File: src/rtl/sb_spi_pkg.sv
// sb_spi_pkg: register offsets, SPISR bit positions, bus direction codes and bus FSM states
package sb_spi_pkg;
  localparam logic [3:0] SPICR0  = 4'h8;
  localparam logic [3:0] SPICR1  = 4'h9;
  localparam logic [3:0] SPICR2  = 4'hA;
  localparam logic [3:0] SPIBR   = 4'hB;
  localparam logic [3:0] SPISR   = 4'hC;
  localparam logic [3:0] SPITXDR = 4'hD;
  localparam logic [3:0] SPIRXDR = 4'hE;
  localparam logic [3:0] SPICSR  = 4'hF;
  localparam int SR_TIP  = 7;
  localparam int SR_BUSY = 6;
  localparam int SR_TOE  = 5;
  localparam int SR_TRDY = 4;
  localparam int SR_RRDY = 3;
  localparam int SR_ROE  = 2;
  localparam logic SB_WR = 1'b1;
  localparam logic SB_RD = 1'b0;
  typedef enum logic [1:0] {BUS_IDLE, BUS_ACK, BUS_WAIT} bus_state_e;
endpackage

File: src/rtl/sb_spi_shifter.sv
// sb_spi_shifter: SPI slave pin synchronisers, edge detect, bit counter and shift registers; SB_SPI_MODES_EN enables CPOL/CPHA
module sb_spi_shifter
  import sb_spi_pkg::*;
(
  input  logic       clk,
  input  logic       rst,
  input  logic       spe_i,
  input  logic       cpol_i,
  input  logic       cpha_i,
  input  logic       lsbf_i,
  input  logic       spi_sck_i,
  input  logic       spi_ss_i,
  input  logic       spi_si_i,
  input  logic [7:0] tx_i,
  output logic       byte_start_o,
  output logic       byte_done_o,
  output logic [7:0] rx_o,
  output logic       tip_o,
  output logic       ss_low_o,
  output logic       spi_so_o
);
  logic [2:0] s1_q, s2_q, cnt_q, cnt_d;
  logic [1:0] prev_q, prev_d;
  logic [7:0] sh_q, sh_d, rx_q, rx_d;
  logic       act_q, act_d;
  logic       sck, ss, si, lead, trail, ss_fall, run, smp, shf;
`ifndef SB_SPI_MODES_EN
  logic       unused_mode;
`endif
  // Edge decode and next-state of the engine; act_q only rises on a seen ss fall, so a
  // reset in mid-transfer waits for the next frame (sync flops reset low to avoid a false fall)
  always_comb begin
    ss = s2_q[1];
    si = s2_q[0];
`ifdef SB_SPI_MODES_EN
    sck = s2_q[2] ^ cpol_i;
`else
    sck = s2_q[2];
    unused_mode = cpol_i ^ cpha_i;
`endif
    lead = sck & ~prev_q[1];
    trail = ~sck & prev_q[1];
    ss_fall = prev_q[0] & ~ss;
    run = act_q & spe_i & ~ss;
`ifdef SB_SPI_MODES_EN
    smp = run & (cpha_i ? trail : lead);
    shf = run & (cpha_i ? lead : trail);
`else
    smp = run & lead;
    shf = run & trail;
`endif
    rx_d = smp ? (lsbf_i ? {si, rx_q[7:1]} : {rx_q[6:0], si}) : rx_q;
    byte_done_o = smp & (cnt_q == 3'd7);
    byte_start_o = (ss_fall & spe_i) | byte_done_o;
    cnt_d = run ? cnt_q + {2'b00, smp} : 3'd0;
    act_d = spe_i & ~ss & (act_q | ss_fall);
    sh_d = byte_start_o ? tx_i :
           (shf && cnt_q != 3'd0) ? (lsbf_i ? {1'b0, sh_q[7:1]} : {sh_q[6:0], 1'b0}) : sh_q;
    prev_d = {sck, ss};
    rx_o = rx_d;
    tip_o = cnt_q != 3'd0;
    ss_low_o = ~ss;
    spi_so_o = run ? (lsbf_i ? sh_q[0] : sh_q[7]) : 1'b1;
  end
  // Synchroniser chain and engine state
  always_ff @(posedge clk or posedge rst) begin
    if (rst) begin
      s1_q <= 3'b000;
      s2_q <= 3'b000;
      prev_q <= 2'b00;
      cnt_q <= 3'd0;
      sh_q <= 8'h00;
      rx_q <= 8'h00;
      act_q <= 1'b0;
    end else begin
      s1_q <= {spi_sck_i, spi_ss_i, spi_si_i};
      s2_q <= s1_q;
      prev_q <= prev_d;
      cnt_q <= cnt_d;
      sh_q <= sh_d;
      rx_q <= rx_d;
      act_q <= act_d;
    end
  end
endmodule

File: src/rtl/sb_spi.sv
// sb_spi: iCE40-style hard SPI slave with 8-bit system-bus registers; define SB_SPI_MODES_EN for CPOL/CPHA support
module sb_spi
  import sb_spi_pkg::*;
#(
  parameter logic [3:0] BUS_ADDR74 = 4'b0000
) (
  input  logic       clk,
  input  logic       rst,
  input  logic       sbrwi,
  input  logic       sbstbi,
  input  logic [7:0] sbadri,
  input  logic [7:0] sbdati,
  output logic [7:0] sbdato,
  output logic       sbacko,
  input  logic       spi_sck,
  input  logic       spi_ss,
  input  logic       spi_si,
  output logic       spi_so
);
  bus_state_e st_q, st_d;
  logic [7:0] cr0_q, cr0_d, cr1_q, cr1_d, cr2_q, cr2_d, br_q, br_d, csr_q, csr_d;
  logic [7:0] hold_q, hold_d, rxdr_q, rxdr_d, sr, rdata, rx_byte;
  logic       trdy_q, trdy_d, rrdy_q, rrdy_d, toe_q, toe_d, roe_q, roe_d;
  logic       wr, rd, byte_start, byte_done, tip, ss_low;
  logic [3:0] a;
  sb_spi_shifter u_shf (
    .clk(clk), .rst(rst), .spe_i(cr1_q[7]), .cpol_i(cr2_q[2]), .cpha_i(cr2_q[1]),
    .lsbf_i(cr2_q[0]), .spi_sck_i(spi_sck), .spi_ss_i(spi_ss), .spi_si_i(spi_si),
    .tx_i(trdy_q ? 8'h00 : hold_q), .byte_start_o(byte_start), .byte_done_o(byte_done),
    .rx_o(rx_byte), .tip_o(tip), .ss_low_o(ss_low), .spi_so_o(spi_so)
  );
  // Bus FSM: one-cycle ack, then hold off until the strobe is seen low
  always_comb begin
    st_d = st_q == BUS_IDLE ? ((sbstbi && sbadri[7:4] == BUS_ADDR74) ? BUS_ACK : BUS_IDLE) :
           sbstbi ? BUS_WAIT : BUS_IDLE;
    sbacko = st_q == BUS_ACK;
    sbdato = sbacko ? rdata : 8'h00;
  end
  // Status word and register read mux
  always_comb begin
    a = sbadri[3:0];
    sr = 8'h00;
    sr[SR_TIP] = tip;
    sr[SR_BUSY] = tip | ss_low;
    sr[SR_TOE] = toe_q;
    sr[SR_TRDY] = trdy_q;
    sr[SR_RRDY] = rrdy_q;
    sr[SR_ROE] = roe_q;
    case (a)
      SPICR0:  rdata = cr0_q;
      SPICR1:  rdata = cr1_q;
      SPICR2:  rdata = cr2_q;
      SPIBR:   rdata = br_q;
      SPISR:   rdata = sr;
      SPIRXDR: rdata = rxdr_q;
      SPICSR:  rdata = csr_q;
      default: rdata = 8'h00;
    endcase
  end
  // Register writes and flag updates; a TX write beats a same-cycle transfer, a landing byte beats an RX read
  always_comb begin
    wr = sbacko && sbrwi == SB_WR;
    rd = sbacko && sbrwi == SB_RD;
    cr0_d = (wr && a == SPICR0) ? sbdati : cr0_q;
    cr1_d = (wr && a == SPICR1) ? sbdati : cr1_q;
    cr2_d = (wr && a == SPICR2) ? sbdati : cr2_q;
    br_d = (wr && a == SPIBR) ? sbdati : br_q;
    csr_d = (wr && a == SPICSR) ? sbdati : csr_q;
    hold_d = (wr && a == SPITXDR) ? sbdati : hold_q;
    trdy_d = (wr && a == SPITXDR) ? 1'b0 : byte_start ? 1'b1 : trdy_q;
    toe_d = (byte_start && trdy_q) ? 1'b1 : (rd && a == SPISR) ? 1'b0 : toe_q;
    rxdr_d = byte_done ? rx_byte : rxdr_q;
    rrdy_d = byte_done ? 1'b1 : (rd && a == SPIRXDR) ? 1'b0 : rrdy_q;
    roe_d = (byte_done && rrdy_q && !(rd && a == SPIRXDR)) ? 1'b1 : (rd && a == SPISR) ? 1'b0 : roe_q;
  end
  // State and register storage
  always_ff @(posedge clk or posedge rst) begin
    if (rst) begin
      st_q <= BUS_IDLE;
      cr0_q <= 8'h00;
      cr1_q <= 8'h00;
      cr2_q <= 8'h00;
      br_q <= 8'h00;
      csr_q <= 8'h00;
      hold_q <= 8'h00;
      rxdr_q <= 8'h00;
      trdy_q <= 1'b1;
      rrdy_q <= 1'b0;
      toe_q <= 1'b0;
      roe_q <= 1'b0;
    end else begin
      st_q <= st_d;
      cr0_q <= cr0_d;
      cr1_q <= cr1_d;
      cr2_q <= cr2_d;
      br_q <= br_d;
      csr_q <= csr_d;
      hold_q <= hold_d;
      rxdr_q <= rxdr_d;
      trdy_q <= trdy_d;
      rrdy_q <= rrdy_d;
      toe_q <= toe_d;
      roe_q <= roe_d;
    end
  end
endmodule

File: config.mk
export PLATFORM = sky130hd
export DESIGN_NAME = sb_spi
export DESIGN_NICKNAME = d
export VERILOG_FILES = /design/src/rtl/sb_spi_pkg.sv /design/src/rtl/sb_spi_shifter.sv /design/src/rtl/sb_spi.sv
export SDC_FILE = /design/constraint.sdc
export NUM_CORES = 1
export LEC_CHECK = 0
export BUFFER_PORTS_ARGS = -buffer_cell sky130_fd_sc_hd__buf_2
export CAP_MARGIN = 20
export CORE_ASPECT_RATIO = 1.4
export CORE_MARGIN = 3
export CORE_UTILIZATION = 35
export DETAILED_ROUTE_END_ITERATION = 12
export PLACE_DENSITY = 0.56
export REMOVE_ABC_BUFFERS = 1
export SKIP_LAST_GASP = 1
export SLEW_MARGIN = 5
export SYNTH_ARGS = -nofsm -noshare
export SYNTH_HDL_FRONTEND = slang
export SYNTH_SLANG_ARGS = --single-unit
File: constraint.sdc
create_clock -name clk -period 10.2 [get_ports clk]
set_clock_uncertainty 0.15 [all_clocks]
set_input_delay 2.55 -clock clk [delete_from_list [all_inputs] [get_ports clk]]
set_output_delay 2.55 -clock clk [all_outputs]
set_load 0.02 [all_outputs]
==> impl_metrics.toml, run 1 <==
[run_status]
status = "completed"

[sta]
min_period_over_period = 0.668
slew_violations = 0
timing.fmax_mhz = 147
finalHoldViolCount = 0
worstMarginPinSlew_ps = 799
slew_headroom = 0.467
tns_ps = 0
fin_crit_ps = 6810
setup_viol = 0
rsz0062_at_grt = "no"

[power_and_ir_drop]
seq_power_share = 0.509
leakagePower_nw = 2.30
p_switching_uw = 161
p_int_uw = 568
combPwrFrac = 0.055
powerDensity_nw_per_um2 = 149
power_frac_clock = 0.436
swShare = 0.221
ir_drop_uv = 72.6

[clock_network]
insertion_delay_ps = 340
cts_htree_levels = 3
cts-root-buf = "clkbuf_16"
cts_tree = "built"
post-cts-setup-buffers = 0
clk_pin_slew_worst_paths_ps = 60
cts-buffers-inserted = 9
cts_sinks = 90
clockBufferDepth = 2
postCtsHoldBufs = 0
cts_resized = 0

[cells_and_area]
fill_cells = 1192
fin_cells = 522
area_growth_pct = 12.2
nets = 395
diodes = 0
final_core_util = 0.407
drive_above_1_share = 0.389

[synth]
synth_seq_area_share = 0.518
synth_edf_count = 0
netlist_instances = 341
async_reset_ff_frac = 1.00
synthesis.area_um2 = 4350
avgSynthCellArea_um2 = 12.8
yosysMostFrequentCell = "dfrtp_1"
yosys-top-cells-count = "dfrtp_1, mux2_2, nor2_1"
ys_ff_latch = 90
synthTopCellsByArea = "dfrtp_1, mux2_2, mux2_4, nor2_1, nand3_1"
ys.flop_type = "dfrtp_1"
synth_area_leader_cell = "dfrtp_1"
synth_cell_types = 57
synth_top_area_frac = 0.512
yosys_warnings = 0

[drt]
route.top_layer_used = "met4"
drtIter0Drc = 94
wire_per_inst_um = 18.9
dr.pass1.iters = 4
ant_nets = 0
wl_um = 9860
wl_met3_um = 350
vias = 2827
wl_met1_um = 4180
route.detailed.drc = 0
met2_wirelength_um = 5180
post_drt_via_cell_ratio = 5.42

[global_routing]
grt_max_degree = 57
track_usage = 0.150
gr-total-overflow = 0
grt_pass1_wl_um = 15800
grt_antenna_before_repair = 0
grt_pass1_vias = 2849

[floorplan]
die_area_um2 = 13800
rows = 47
start_util = 0.363
die_h_um = 138
io_pins = 33
die_width_um = 100
core_um2 = 12000

[setup_path]
cp.required_ps = 7500
r2r-start = "cr2_q[0]"
end_kind = "output port"
path_max_fanout = 29
critPathKind = "in2out"
cp.arrival_ps = 4110
reg2reg_depth = 3
reg2reg_slack_ps = 8120
r2r-end = "rxdr_q[0]"
start_kind = "input port"

[min_path]
holdCritPathClass = "reg2reg"
hold_end = "u_shf.s2_q[2]"
hold_depth = 0
min_from = "u_shf.s1_q[2]"

[placement]
port_buffers = 32
dpl.cell_count = 506
place.gp.congestion = 0.828
dpl.hpwl_um = 7000

[flow_run]
drv_cap = 0
worst max-delay path, stage by stage:
cell and delay [ps]:
buf_2 460, nor2b_1 340, a221oi_1 150, a21o_1 190, a31oi_1 190, buf_2 210
placed cells by master, fill, tap and decap left out, types with 8 or more instances in the layout:
| cell | netlist | final |
|---|---|---|
| mux2_4 | 8 | 8 |
| o21ai_0 | 10 | 10 |
| buf_2 | 7 | 32 |
| mux2_2 | 73 | 73 |
| nand2_1 | 12 | 12 |
| nand3_1 | 11 | 11 |
| a21oi_1 | 10 | 10 |
| nor2_1 | 15 | 15 |
| clkbuf_16 | 0 | 9 |
| dfrtp_1 | 89 | 89 |
worst max path at each step:
| stage | start | to | depth (start not counted) |
|---|---|---|---|
| detailed placement | sbadri[2] | sbdato[6] | 6 |
| global route | sbadri[2] | sbdato[6] | 6 |
| global placement | sbadri[2] | sbdato[6] | 6 |
| CTS | sbadri[2] | sbdato[6] | 6 |
| finish | sbadri[2] | sbdato[6] | 6 |
| floorplan | sbadri[1] | sbdato[5] | 4 |
metal layers:
metal / GRT usage / up-vias
li1: - / 1322
met1: 0.187 / 1431
met2: 0.258 / 63
met3: 0.0287 / 11
met4: 0.0532 / 0
met5: 0 / -
through the flow:
step	hold WS, ps	cell area (µm²)	setup slack (ps)	total power [mW]
2_1_floorplan	181	4250	4010	0.397
3_3_place_gp	193	4600	3430	0.418
3_5_place_dp	186	4600	3400	0.418
4_1_cts	211	4880	3390	0.739
5_1_grt	221	4880	3250	0.760
6_report	204	4880	3390	0.730
final cells by class:
cell class	count	area (µm²)	share of cell area
multi-input combinational	226	1950	0.400
clock buffer	12	236	0.0484
inverter	10	43.8	0.00897
sequential	90	2250	0.461
timing repair buffer	33	168	0.0343
tap	147	184	0.0377
clock inverter	4	45.0	0.00922
logic make-up (layout without fill, tap and decap cells):
kind of cell    after synthesis  in the layout  share of synthesized area
xor+xnor                      1              1                    0.00201
compound gates               55             55                     0.0897
fa+ha+maj                     2              2                    0.00575
flops                        90             90                      0.518
mux                          86             86                      0.231
simple gates                 82             82                      0.120
buf+inv                      25             59                     0.0334
state kept, by name (all words and copies together) (netlist names):
signal,cells
br_q,8
u_shf.prev_q,2
csr_q,8
cr0_q,8
rrdy_q,1
hold_q,8
u_shf.cnt_q,3
toe_q,1
u_shf.act_q,1
cr2_q,8
st_q,2
u_shf.s2_q,3
cr1_q,8
trdy_q,1
roe_q,1
u_shf.sh_q,8
u_shf.rx_q,8
rxdr_q,8
u_shf.s1_q,3
power groups by stage:
| stage | combinational (mW) | sequential [mW] | clock, mW |
|---|---|---|---|
| final | 0.0402 | 0.371 | 0.318 |
| after global routing | 0.0444 | 0.372 | 0.344 |
| after CTS | 0.0408 | 0.371 | 0.327 |
| after detailed placement | 0.0407 | 0.378 | 0 |
| after global placement | 0.0400 | 0.378 | 0 |
| after floorplan | 0.0219 | 0.375 | 0 |
Note: power is estimated with default switching activity, not from simulation.
==> run 2: changes to the inputs <==
Clock period 10.2 ns to 7.15 ns, I/O delays scaled along.
==> impl_metrics.toml, run 2 (synthesis gave the netlist of run 1 again) <==
[sta]
setup_viol = 0
min_period_over_period = 0.744
worstMarginPinSlew_ps = 808
slew_violations = 0
slew_headroom = 0.461
fin_crit_ps = 5320
timing.fmax_mhz = 188
finalHoldViolCount = 0
rsz0062_at_grt = "no"
tns_ps = 0

[clock_network]
postCtsHoldBufs = 0
cts_tree = "built"
clockBufferDepth = 2
cts-buffers-inserted = 9
clk_pin_slew_worst_paths_ps = 60
cts_sinks = 90
insertion_delay_ps = 340
post-cts-setup-buffers = 0
cts-root-buf = "clkbuf_16"
cts_htree_levels = 3
cts_resized = 0

[floorplan]
io_pins = 33
core_um2 = 12000
start_util = 0.363
rows = 47
die_h_um = 138
die_area_um2 = 13800
die_width_um = 100

[setup_path]
path_max_fanout = 29
cp_num_cells = 6
crit_top_cell = "buf_2"
cp.required_ps = 5210
cp.arrival_ps = 3380
cp_slowest_cell = "buf_2"
critPathKind = "in2out"
cpPeakStageDelay_ps = 450
r2r-end = "rxdr_q[5]"
worst-path-buf-inv = 2
crit_chain = "buf_2, nor2b_1, nor3b_1, o21ai_0, a31oi_1, buf_2"
critPathTopFamily = "buffers and inverters"
reg2reg_slack_ps = 5060
start_kind = "input port"
r2r-start = "cr2_q[0]"
reg2reg_depth = 3
end_kind = "output port"

[power_and_ir_drop]
p_int_uw = 811
p_switching_uw = 231
leakagePower_nw = 2.30
fin_total_pwr_mw = 1.04
combPwrFrac = 0.055
seq_power_share = 0.509
power_frac_clock = 0.436
swShare = 0.222
ir_drop_uv = 108
powerDensity_nw_per_um2 = 213

[cells_and_area]
multiInputGateArea_um2 = 1950
fill_cells = 1199
nets = 395
drive_above_1_share = 0.389
final_common_cell = "dfrtp_1"
area_growth_pct = 12.2
register_area_um2 = 2250
diodes = 0
layout_common_cells = "dfrtp_1, mux2_2, buf_2"

[global_routing]
gr-usage-met2 = 0.247
grt_antenna_before_repair = 0
grt_use_met1 = 0.196
grt_pass1_vias = 2826
gr-total-overflow = 0
use_met3 = 0.0302
grt_max_degree = 57
track_usage = 0.150
grt_pass1_wl_um = 15800
top_usage_layer = "met2"

[drt]
vias = 2861
route.detailed.drc = 0
drtIter0Drc = 105
wire_per_inst_um = 19.1
wl_um = 9950
dr.pass1.iters = 4
ant_nets = 0
post_drt_via_cell_ratio = 5.48

[min_path]
hold_end = "u_shf.s2_q[2]"
hold_depth = 0
holdCritPathClass = "reg2reg"
min_from = "u_shf.s1_q[2]"

[placement]
place.gp.congestion = 0.828
dpl.hpwl_um = 6990
port_buffers = 32

[run_status]
status = "completed"

[flow_run]
drv_cap = 0
==> run 2: cell counts in the layout (fill, tap and decap cells not counted) <==
No cell type changed its count.
==> run 2: cell type report <==
type | instances | area share
clock buffer | 12 | 0.0484
clock inverter | 4 | 0.00922
inverter | 10 | 0.00897
multi-input combinational | 226 | 0.400
sequential | 90 | 0.461
tap | 147 | 0.0377
timing repair buffer | 33 | 0.0343
==> run 2: worst max path at each step <==
stage	startpoint	endpoint	slack (ps)
after floorplan	sbadri[1]	sbdato[5]	2490
after global placement	sbadri[2]	sbdato[6]	1910
after detailed placement	sbadri[2]	sbdato[6]	1880
after CTS	sbadri[2]	sbdato[6]	1870
after global routing	sbadri[2]	sbdato[4]	1710
final	sbadri[2]	sbdato[4]	1830
==> run 2: worst register-to-register path: cells and delay by family, from the launching register on <==
family | cells | cell delay, ps
flip-flops | 1 | 870
multiplexers | 3 | 960
==> run 2: layer usage <==
layer  part of all wire  vias to the layer above
met1               0.45                     1465
li1                   -                     1318
met2               0.50                       62
met3              0.024                       16
met4              0.022                        0
met5                  0                        -
==> run 2: power groups by stage <==
stage          Sequential [mW]  Combinational (mW)  Clock, mW
2_1_floorplan            0.536              0.0313          0
3_3_place_gp             0.539              0.0570          0
3_5_place_dp             0.539              0.0581          0
4_1_cts                  0.530              0.0583      0.467
5_1_grt                  0.531              0.0638      0.490
6_report                 0.530              0.0574      0.455
==> run 2: per-stage QoR <==
| step | setup WS (ps) | hold WS, ps | utilization | area, µm² | instances |
|---|---|---|---|---|---|
| after floorplan | 2490 | 181 | - | 4250 | 326 |
| after global placement | 1910 | 193 | 0.384 | 4600 | 506 |
| after detailed placement | 1880 | 186 | 0.384 | 4600 | 506 |
| after CTS | 1870 | 211 | 0.407 | 4880 | 522 |
| after global routing | 1710 | 221 | 0.407 | 4880 | 522 |
| final | 1830 | 204 | 0.407 | 4880 | 522 |
==> run 3: changes to the inputs <==
Settings changed: PLACE_DENSITY 0.56 to 0.58.
Clock period 7.15 ns to 4.6 ns, I/O delays scaled along.
==> impl_metrics.toml, run 3 (synthesis gave the netlist of run 1 again) <==
[global_routing]
grt_max_degree = 41
grt_pass1_wl_um = 16300
grt_antenna_before_repair = 0
grt_pass1_vias = 3040
track_usage = 0.155
gr-total-overflow = 0

[power_and_ir_drop]
fin_total_pwr_mw = 1.73
ir_drop_uv = 174
powerDensity_nw_per_um2 = 351
leakagePower_nw = 2.32

[setup_path]
reg2reg_depth = 3
end_kind = "output port"
path_max_fanout = 28
cp.arrival_ps = 2760
start_kind = "input port"
cp.required_ps = 3300
critPathKind = "in2out"
reg2reg_slack_ps = 2490
r2r-start = "cr2_q[0]"
r2r-end = "rxdr_q[1]"

[min_path]
min_from = "u_shf.s1_q[1]"
holdCritPathClass = "reg2reg"
hold_depth = 0
hold_end = "u_shf.s2_q[1]"

[floorplan]
rows = 47
core_um2 = 12000
die_area_um2 = 13800
start_util = 0.363
die_width_um = 100
io_pins = 33
die_h_um = 138

[placement]
place.gp.congestion = 0.797
pre_cts_slack_ps = 574
placed_area_um2 = 4610
port_buffers = 32
dpl.cell_count = 507
dpl.hpwl_um = 7230

[clock_network]
insertion_delay_ps = 330
cts_htree_levels = 3
clk_pin_slew_worst_paths_ps = 50
cts_sinks = 90
clockBufferDepth = 2
cts_resized = 0
cts-buffers-inserted = 9
post-cts-setup-buffers = 0
cts-root-buf = "clkbuf_16"
cts_tree = "built"
postCtsHoldBufs = 0

[sta]
tns_ps = 0
slew_violations = 0
finalHoldViolCount = 0
setup_viol = 0
hold_ws_ps = 200
min_period_over_period = 0.882
setup_ws_ps = 543
worstMarginPinSlew_ps = 832
fin_crit_ps = 4060
timing.fmax_mhz = 246
rsz0062_at_grt = "no"
slew_headroom = 0.445

[cells_and_area]
area_growth_pct = 13.6
drive_above_1_share = 0.394
final_area_um2 = 4940
final_core_util = 0.412
nets = 396
final_common_cell = "dfrtp_1"
diodes = 0
fill_cells = 1188
layout_common_cells = "dfrtp_1, mux2_2, buf_2"
fin_cells = 523

[drt]
dr.pass1.iters = 4
drtIter0Drc = 157
wire_per_inst_um = 19.2
post_drt_via_cell_ratio = 5.51
vias = 2881
ant_nets = 0
route.detailed.drc = 0
wl_um = 10000

[flow_run]
drv_cap = 0

[run_status]
status = "completed"
## run 3: cell count changes in the layout (fill, tap and decap cells not counted)
cell        delta
clkinv_2       -2
bufinv_16      +2
buf_4          +1
clkbuf_1       -1
clkinvlp_4     +1
## run 3: power breakdown
part	internal, mW	switching, mW	total, mW	leakage [nW]
logic	0.0326	0.0575	0.0900	0.940
clock network	0.530	0.291	0.821	0.160
registers	0.810	0.0132	0.823	1.22
## run 3: critical path, cell delays in order
cell     delay [ps]
buf_2           450
nor2b_1         160
nand2_1         100
nand3_1         320
a21oi_1         350
buf_2           220
## run 3: how the worst max path moves through the flow
stage / startpoint / to / slack (ps) / cells past startpoint
floorplan: rst / br_q[0] / 970 / 1
global placement: sbadri[1] / sbdato[3] / 600 / 6
detailed placement: sbadri[1] / sbdato[3] / 570 / 6
CTS: sbadri[1] / sbdato[3] / 560 / 6
global route: sbadri[1] / sbdato[3] / 440 / 6
finish: sbadri[1] / sbdato[3] / 540 / 6
## run 3: area by class of cell
class	count	area (µm²)	area share
sequential	90	2250	0.456
multi-input combinational	226	1950	0.395
clock buffer	11	233	0.0471
tap	147	184	0.0372
timing repair buffer	34	175	0.0354
clock inverter	5	103	0.0207
inverter	10	43.8	0.00886
## run 3: routing by layer
layer | up-vias | routed length [µm] | global-route usage
met5 | - | 0 | 0
met4 | 0 | 199 | 0.0674
met3 | 15 | 314 | 0.0252
met2 | 62 | 5170 | 0.257
met1 | 1485 | 4340 | 0.199
li1 | 1319 | - | -
